==> src/rtl/csr_pkg.sv <==
// csr_pkg: shared encodings for the CSR access unit.
// Zicsr funct3 commands, FSM states and the read-only CSR address prefix.
package csr_pkg;

  localparam logic [2:0] CSR_CMD_RW  = 3'b001;
  localparam logic [2:0] CSR_CMD_RS  = 3'b010;
  localparam logic [2:0] CSR_CMD_RC  = 3'b011;
  localparam logic [2:0] CSR_CMD_RWI = 3'b101;
  localparam logic [2:0] CSR_CMD_RSI = 3'b110;
  localparam logic [2:0] CSR_CMD_RCI = 3'b111;

  // Operation selected by funct3[1:0]; the immediate forms share it.
  localparam logic [1:0] CSR_OP_RW = 2'b01;
  localparam logic [1:0] CSR_OP_RS = 2'b10;
  localparam logic [1:0] CSR_OP_RC = 2'b11;

  // Top two address bits of a read-only CSR.
  localparam logic [1:0] CSR_RO_PREFIX = 2'b11;

  typedef enum logic [1:0] {
    ST_IDLE,
    ST_READ,
    ST_WRITE,
    ST_RESP
  } csr_state_t;

  function automatic logic cmd_is_legal(input logic [2:0] cmd);
    return (cmd == CSR_CMD_RW)  || (cmd == CSR_CMD_RS)  || (cmd == CSR_CMD_RC) ||
           (cmd == CSR_CMD_RWI) || (cmd == CSR_CMD_RSI) || (cmd == CSR_CMD_RCI);
  endfunction

endpackage

==> src/rtl/csr_alu.sv <==
// csr_alu: combinational read-modify step of a Zicsr instruction.
// Produces the new CSR value and whether the instruction must write it back.
module csr_alu
  import csr_pkg::*;
#(
  parameter int WORD_LEN = 32
) (
  input  logic [1:0]          cmd,
  input  logic [WORD_LEN-1:0] old_val,
  input  logic [WORD_LEN-1:0] operand,
  input  logic                src_zero,
  output logic [WORD_LEN-1:0] new_val,
  output logic                write_needed
);

  // Bitwise modify of the old value and the write-back decision.
  always_comb begin
    new_val = '0;
    case (cmd)
      CSR_OP_RW: new_val = operand;
      CSR_OP_RS: new_val = old_val | operand;
      CSR_OP_RC: new_val = old_val & ~operand;
      default:   new_val = '0;
    endcase
    // Set/clear with a zero source field is a pure read.
    write_needed = (cmd == CSR_OP_RW) || !src_zero;
  end

endmodule

==> src/rtl/csr_access_unit.sv <==
// csr_access_unit: executes one Zicsr instruction per request as
// read -> modify/write-back -> response against a CSR file with 1-cycle
// registered read latency and synchronous write.
// Optional macro CSR_RO_CHECK_EN: writes to read-only CSRs (addr[11:10]==2'b11)
// are suppressed and reported as illegal.
module csr_access_unit
  import csr_pkg::*;
#(
  parameter int WORD_LEN      = 32,
  parameter int REG_ADDR_SIZE = 12
) (
  input  logic                     clk,
  input  logic                     rst,
  input  logic                     req_valid,
  output logic                     req_ready,
  input  logic [2:0]               req_cmd,
  input  logic [REG_ADDR_SIZE-1:0] req_addr,
  input  logic [WORD_LEN-1:0]      req_operand,
  input  logic                     req_src_zero,
  output logic                     resp_valid,
  input  logic                     resp_ready,
  output logic [WORD_LEN-1:0]      resp_rdata,
  output logic                     resp_illegal,
  output logic [REG_ADDR_SIZE-1:0] csr_addr,
  output logic                     csr_wen,
  output logic [WORD_LEN-1:0]      csr_wdata,
  input  logic [WORD_LEN-1:0]      csr_rdata
);

  csr_state_t               state;
  logic [1:0]               cmd_q;
  logic [REG_ADDR_SIZE-1:0] addr_q;
  logic [WORD_LEN-1:0]      operand_q;
  logic                     src_zero_q;

  logic [WORD_LEN-1:0]      alu_new;
  logic                     alu_write;
  logic                     ro_block;
  logic                     wr_fire;

  csr_alu #(
    .WORD_LEN(WORD_LEN)
  ) u_alu (
    .cmd          (cmd_q),
    .old_val      (csr_rdata),
    .operand      (operand_q),
    .src_zero     (src_zero_q),
    .new_val      (alu_new),
    .write_needed (alu_write)
  );

`ifdef CSR_RO_CHECK_EN
  assign ro_block = alu_write && (addr_q[REG_ADDR_SIZE-1 -: 2] == CSR_RO_PREFIX);
`else
  assign ro_block = 1'b0;
`endif

  // The write uses csr_rdata arriving in WRITE, so the strobe is decoded from
  // the registered state rather than registered itself; reset clears it at once.
  assign wr_fire    = (state == ST_WRITE) && alu_write && !ro_block;
  assign csr_wen    = wr_fire;
  assign csr_wdata  = wr_fire ? alu_new : '0;
  assign csr_addr   = addr_q;
  assign req_ready  = (state == ST_IDLE);
  assign resp_valid = (state == ST_RESP);

  // Request sequencing FSM with latched request fields and registered response.
  always_ff @(posedge clk or posedge rst) begin
    if (rst) begin
      state        <= ST_IDLE;
      cmd_q        <= '0;
      addr_q       <= '0;
      operand_q    <= '0;
      src_zero_q   <= 1'b0;
      resp_rdata   <= '0;
      resp_illegal <= 1'b0;
    end else begin
      case (state)
        ST_IDLE: begin
          if (req_valid) begin
            cmd_q      <= req_cmd[1:0];
            addr_q     <= req_addr;
            operand_q  <= req_operand;
            src_zero_q <= req_src_zero;
            if (!cmd_is_legal(req_cmd)) begin
              resp_illegal <= 1'b1;
              resp_rdata   <= '0;
              state        <= ST_RESP;
            end else begin
              resp_illegal <= 1'b0;
              state        <= ST_READ;
            end
          end
        end
        ST_READ: state <= ST_WRITE;
        ST_WRITE: begin
          if (ro_block) begin
            resp_illegal <= 1'b1;
            resp_rdata   <= '0;
          end else begin
            resp_illegal <= 1'b0;
            resp_rdata   <= csr_rdata;
          end
          state <= ST_RESP;
        end
        ST_RESP: begin
          if (resp_ready) state <= ST_IDLE;
        end
        default: state <= ST_IDLE;
      endcase
    end
  end

endmodule
==> config.mk <==
export PLATFORM = sky130hd
export DESIGN_NAME = csr_access_unit
export DESIGN_NICKNAME = d
export VERILOG_FILES = /design/src/rtl/csr_pkg.sv /design/src/rtl/csr_alu.sv /design/src/rtl/csr_access_unit.sv
export SDC_FILE = /design/constraint.sdc
export NUM_CORES = 1
export LEC_CHECK = 0
export ABC_AREA = 1
export CAP_MARGIN = 20
export CORE_MARGIN = 10
export CORE_UTILIZATION = 45
export DETAILED_ROUTE_END_ITERATION = 10
export PLACE_DENSITY = 0.88
export REMOVE_ABC_BUFFERS = 1
export SETUP_SLACK_MARGIN = 0.5
export SLEW_MARGIN = 15
export SYNTH_ARGS = -nofsm -noshare
export SYNTH_HDL_FRONTEND = slang
export SYNTH_HIERARCHICAL = 1
export SYNTH_SLANG_ARGS = --single-unit
==> constraint.sdc <==
create_clock -name clk -period 5.6 [get_ports clk]
set_input_delay 0.84 -clock clk [delete_from_list [all_inputs] [get_ports clk]]
set_output_delay 0.84 -clock clk [all_outputs]
set_load 0.005 [all_outputs]
# Yosys cells after proc, flatten, opt, wreduce, memory -nomap -nowiden
# Cells that the tools add are included.
[word_totals]
output_inout_bits = 80
word_cells = 51
register_bits = 82
input_bits = 84
[classes]
n_reduce_logical = 14
n_bitwise = 3
mux = 12
n_eq_ne = 15
[op_table]
columns = ["op", "count"]
rows = [
  ["32-bit two-way mux", 3],
  ["32-bit one-hot mux with 3 select lines", 1],
  ["32-bit one-hot mux with 2 select lines", 1],
  ["32-bit AND", 1],
  ["32-bit inverter", 1],
  ["32-bit bitwise OR", 1],
  ["3-bit == test (second input constant)", 3],
  ["2-bit == test (second input constant)", 4],
  ["2-bit one-hot mux with 4 select lines", 1],
  ["3-bit by 2-bit == test with 1-bit output (second input constant)", 2],
  ["1-bit logical OR", 6],
  ["2-bit two-way mux", 3],
  ["2-bit AND reduction", 3],
  ["2-bit by 1-bit == test with 1-bit output (second input constant)", 2],
  ["2-bit != test (second input constant)", 2],
  ["3-bit by 1-bit == test with 1-bit output (second input constant)", 1],
  ["3-bit AND reduction", 1],
  ["2-bit zero test", 1],
  ["1-bit two-way mux", 2],
  ["2-bit by 1-bit != test with 1-bit output (second input constant)", 1],
  ["1-bit one-hot mux with 2 select lines", 1],
  ["2-bit nonzero test", 1],
  ["1-bit logical AND", 1],
  ["1-bit zero test", 1],
]

# Logic depth before layout (Yosys ltp)
[logic_depth]
ltp_word = 9
depth_mapped = 8
mapped_depth_nobuf = 7

# By module
# The synthesis kept the hierarchy.
[by_module_without_submodules]
columns = ["module", "n_inst", "cells_per_inst", "area_per_inst_um2", "seq_area_each_um2"]
rows = [
  ["csr_access_unit", 1, 509, 3837.4, 2052.0],
  ["csr_alu", 1, 140, 556.8, 0.0],
]

# Worst setup path after synthesis
# OpenSTA, ideal clock, no wires.
[synth_path]
path_type = "reg-to-output"
start = "reg state[0]"
end = "out csr_wdata[22]"
slack_ns = 3.640
t_required_ns = 4.760
arrival_time_ns = 1.120
path_stages_with_launch = 7
path_buffers = 2
path_cell_list = "dfrtp_1 -> inv_1 -> ha_1 -> buf_2 -> nand2_1 -> buf_2 -> nor2_1"
[synth_via]
elab_chain_cells = 3
[synth_lines]
columns = ["item", "line", "rtl"]
rows = [
  ["start, declared", "csr_access_unit.sv:30", "csr_state_t state;"],
  ["start signal, assigned", "csr_access_unit.sv:70", "state <= ST_IDLE;"],
  ["start signal, assigned", "csr_access_unit.sv:88", "state <= ST_RESP;"],
  ["start signal, assigned", "csr_access_unit.sv:91", "state <= ST_READ;"],
  ["2-bit == test", "csr_access_unit.sv:60", "assign wr_fire = (state == ST_WRITE) && alu_write && !ro_block;"],
  ["1-bit logical AND", "csr_access_unit.sv:60", ""],
  ["32-bit two-way mux", "csr_access_unit.sv:62", "assign csr_wdata = wr_fire ? alu_new : '0;"],
  ["end, declared", "csr_access_unit.sv:26", "output logic [WORD_LEN-1:0] csr_wdata,"],
]
# No other way between the ends.

# Worst setup path in the final report
[layout_path]
start = "reg cmd_q[1]"
end = "out csr_wdata[10]"
[layout_via]
elab_chain_cells = 4
elab_cells_between_ends = 7
classes_between = "3 x eq/ne; 2 x mux; 2 x reduce/logical"
[layout_lines]
columns = ["item", "line", "rtl"]
rows = [
  ["start, declared", "csr_access_unit.sv:31", "logic [1:0] cmd_q;"],
  ["start signal, assigned", "csr_access_unit.sv:81", "cmd_q <= req_cmd[1:0];"],
  ["2-bit by 1-bit == test with 1-bit output", "csr_alu.sv:26", "write_needed = (cmd == CSR_OP_RW) || !src_zero;"],
  ["1-bit logical OR", "csr_alu.sv:26", ""],
  ["named net alu_write", "csr_access_unit.sv:37", "logic alu_write;"],
  ["1-bit logical AND", "csr_access_unit.sv:60", ""],
  ["32-bit two-way mux", "csr_access_unit.sv:62", ""],
]
# The timed path passes the listed nets, and every way through them passes these cells.

==> metrics <==
status completed; Port Buf Inserts 162; CTS tree built; CP Capture Type primary output; Req. time, crit path 4.76 ns; Power Total 2.91 mW; CTS root buf clkbuf_8; post-synth cell types 14; post-CTS sizing 0; Crit Path Max Fanout 33; most frequent cells in the layout nand2_1, clkdlybuf4s50_1, dfrtp_1; Crit path max-delay family buffers and inverters; cts bufs inserted 9; Via density ~4.8; CP Class register to primary output; Filler Cells Inserted 858; clock share of power 14.8%; Clk Latency, worst-skew pair 0.35 ns; Reg area 2050 um2; register bit total from synthesis 82; Sw Ratio 41.8%; first-pass GRT wire length 22.3 mm; chip height 119 um; leading area contributor after synthesis dfrtp_1; Post-Syn Area per Cell 6.77 um2; postcts setup bufs 0; Final Hold Viols 0; remaining antenna violation count 0; Psw 1.22 mW; cell row count 36; area of the multi-input gates 1840 um2; minimum clock period 3.83 ns; vias in the first global route 4,310; worst hold-check path type register to register; pin count of the biggest net entering global routing 51; Int Pwr 1.69 mW; Clock Skews 0.0131 ns; Seq pwr share 34.2%; Final nets 880; Crit path buffers/inverters 3; Boundary Pins approximately 160; Slew HR 48.6%; die area 14,100 um2; vias after detailed routing 4,434; static leakage 3.39 nW; initial antenna violation count 0; drt pass-1 iters 5; dpl hpwl roughly 9.1 mm; Setup-failing EPs final 0; register area share after synthesis a little under half; Mapped Cells 649; Max Slew Vio Count 0; Yosys top cell area share around 47%; YS warnings 6; Combinational Power Share 51.1%; CP cell instances inv_2, nand2_2, nand2_1, nand2_1, buf_4, nor2_1, clkdlybuf4s50_1; clk buf depth 2; DRC Markers 0; Post-Syn Area between 4000 and 5000 um2; CP max stage delay between 0.5 and 0.6 ns; Max-Cap Viols 0; First DRT Iteration DRCs 294; Routed WL 13.6 mm; Worst VDD drop between 0.2 and 0.25 mV; Total GRT Usage 19.1%; part of the cycle the worst path needs 68.4%; core area 9640 um2; RSZ-0062 raised after global routing false; PD cells 467 nW/um2; Data arrival, critical path 2.99 ns; H-tree Lvls 3; actual slew at the worst max-slew pin around 0.77 ns; CTS sink count 82; critical path startpoint category register; Post-CTS Hold Fix Bufs 0; Die Span X 119 um; DR WL/cell 14.6 um; GPL Wtd Cong approximately 0.76; Starting Density 45.6%; Reg clk slew, reported paths 0.09 ns; Area contributors post-synth dfrtp_1, nand2_1, nand3_1; critical path's slowest cell inv_2; most used cell, CP nand2_1; layout cells sized above 1 3.89%; GRT overflow 0; commonest non-fill, non-tap cell in the layout nand2_1; Fmax between 200 and 300 MHz; Setup TNS Final 0 ns; area grow syn2layout 41.7%
[worst reg2reg max path, cell delays in order, from the launching register on]
cell,delay [ns]
dfrtp_1,0.41
inv_1,0.09
ha_1,0.17
buf_4,0.37
nand2_2,0.51
nand2_2,0.76
nand3_1,0.19
nand2_1,0.09
[per-layer routing]
layer	global-route usage, %	vias to the layer above	wire length, um
li1	-	2218	-
met1	23.9	2027	6010
met2	31.7	174	6320
met3	5.43	15	1100
met4	5.42	0	180
met5	0	-	0
[logic make-up after synthesis]
kind of cell,share of synthesized area (%)
adders and majority gates,0.854
and+or+nand+nor,40.8
DFF,46.7
buffers and inverters,11.4
AOI/OAI and AO/OA,0.228
[final timing paths]
| kind | end | slack (ns) | from | cells after the start |
|---|---|---|---|---|
| worst max-delay path | csr_wdata[10] | 1.77 | cmd_q[1] | 7 |
| worst max register to register | resp_rdata[4] | 2.95 | state[0] | 7 |
| worst min-delay path | csr_addr[9] | 0.49 | csr_addr[9] | 2 |
| max in group asynchronous | resp_rdata[15] | 3.68 | rst | 3 |
| worst min register to register | csr_addr[9] | 0.49 | csr_addr[9] | 2 |
| min in group asynchronous | csr_addr[4] | 0.91 | rst | 2 |
[power by group through the flow]
stage	Combinational [mW]	Sequential [mW]	Clock [mW]
2_1_floorplan	0.771	0.991	0
3_3_place_gp	1.46	0.991	0
3_5_place_dp	1.48	1.00	0
4_1_cts	1.49	0.993	0.440
5_1_grt	1.69	1.03	0.463
6_report	1.49	0.994	0.429
[cell usage after synthesis]
| cell | n |
|---|---|
| buf_2 | 23 |
| o21ai_1 | 1 |
| nor2_1 | 65 |
| buf_6 | 6 |
| dfrtp_1 | 82 |
| nand2_2 | 6 |
| buf_4 | 4 |
| inv_1 | 72 |
| o21ai_0 | 1 |
| inv_2 | 3 |
| nand2_1 | 316 |
| ha_1 | 3 |
| clkbuf_1 | 2 |
| nand3_1 | 65 |
[layout make-up]
class	count	area share [%]
Clock buffer	11	2.27
Inverter	75	4.54
Sequential cell	82	32.9
Timing Repair Buffer	168	27.1
Antenna cell	1	0.0402
Clock inverter	4	0.844
Multi-Input combinational cell	457	29.6
Tap cell	133	2.67
[registers in the layout (all words and copies together) (netlist names)]
signal and count:
src_zero_q 1, operand_q 32, resp_rdata 32, csr_addr 12
resp_illegal 1, state 2, cmd_q 2
[stage by stage]
stage | util [%] | worst slack [ns] | instances | area [um2] | hold slack (ns)
final | 64.6 | 1.77 | 931 | 6230 | 0.487
after global routing | 64.6 | 1.52 | 930 | 6230 | 0.517
after CTS | 64.3 | 1.69 | 929 | 6200 | 0.491
after detailed placement | 62.3 | 2.13 | 914 | 6000 | 0.468
after global placement | 62.3 | 2.13 | 914 | 6000 | 0.463
after floorplan | - | 2.65 | 614 | 4170 | 0.449
Power figures use the tool's default switching activity.
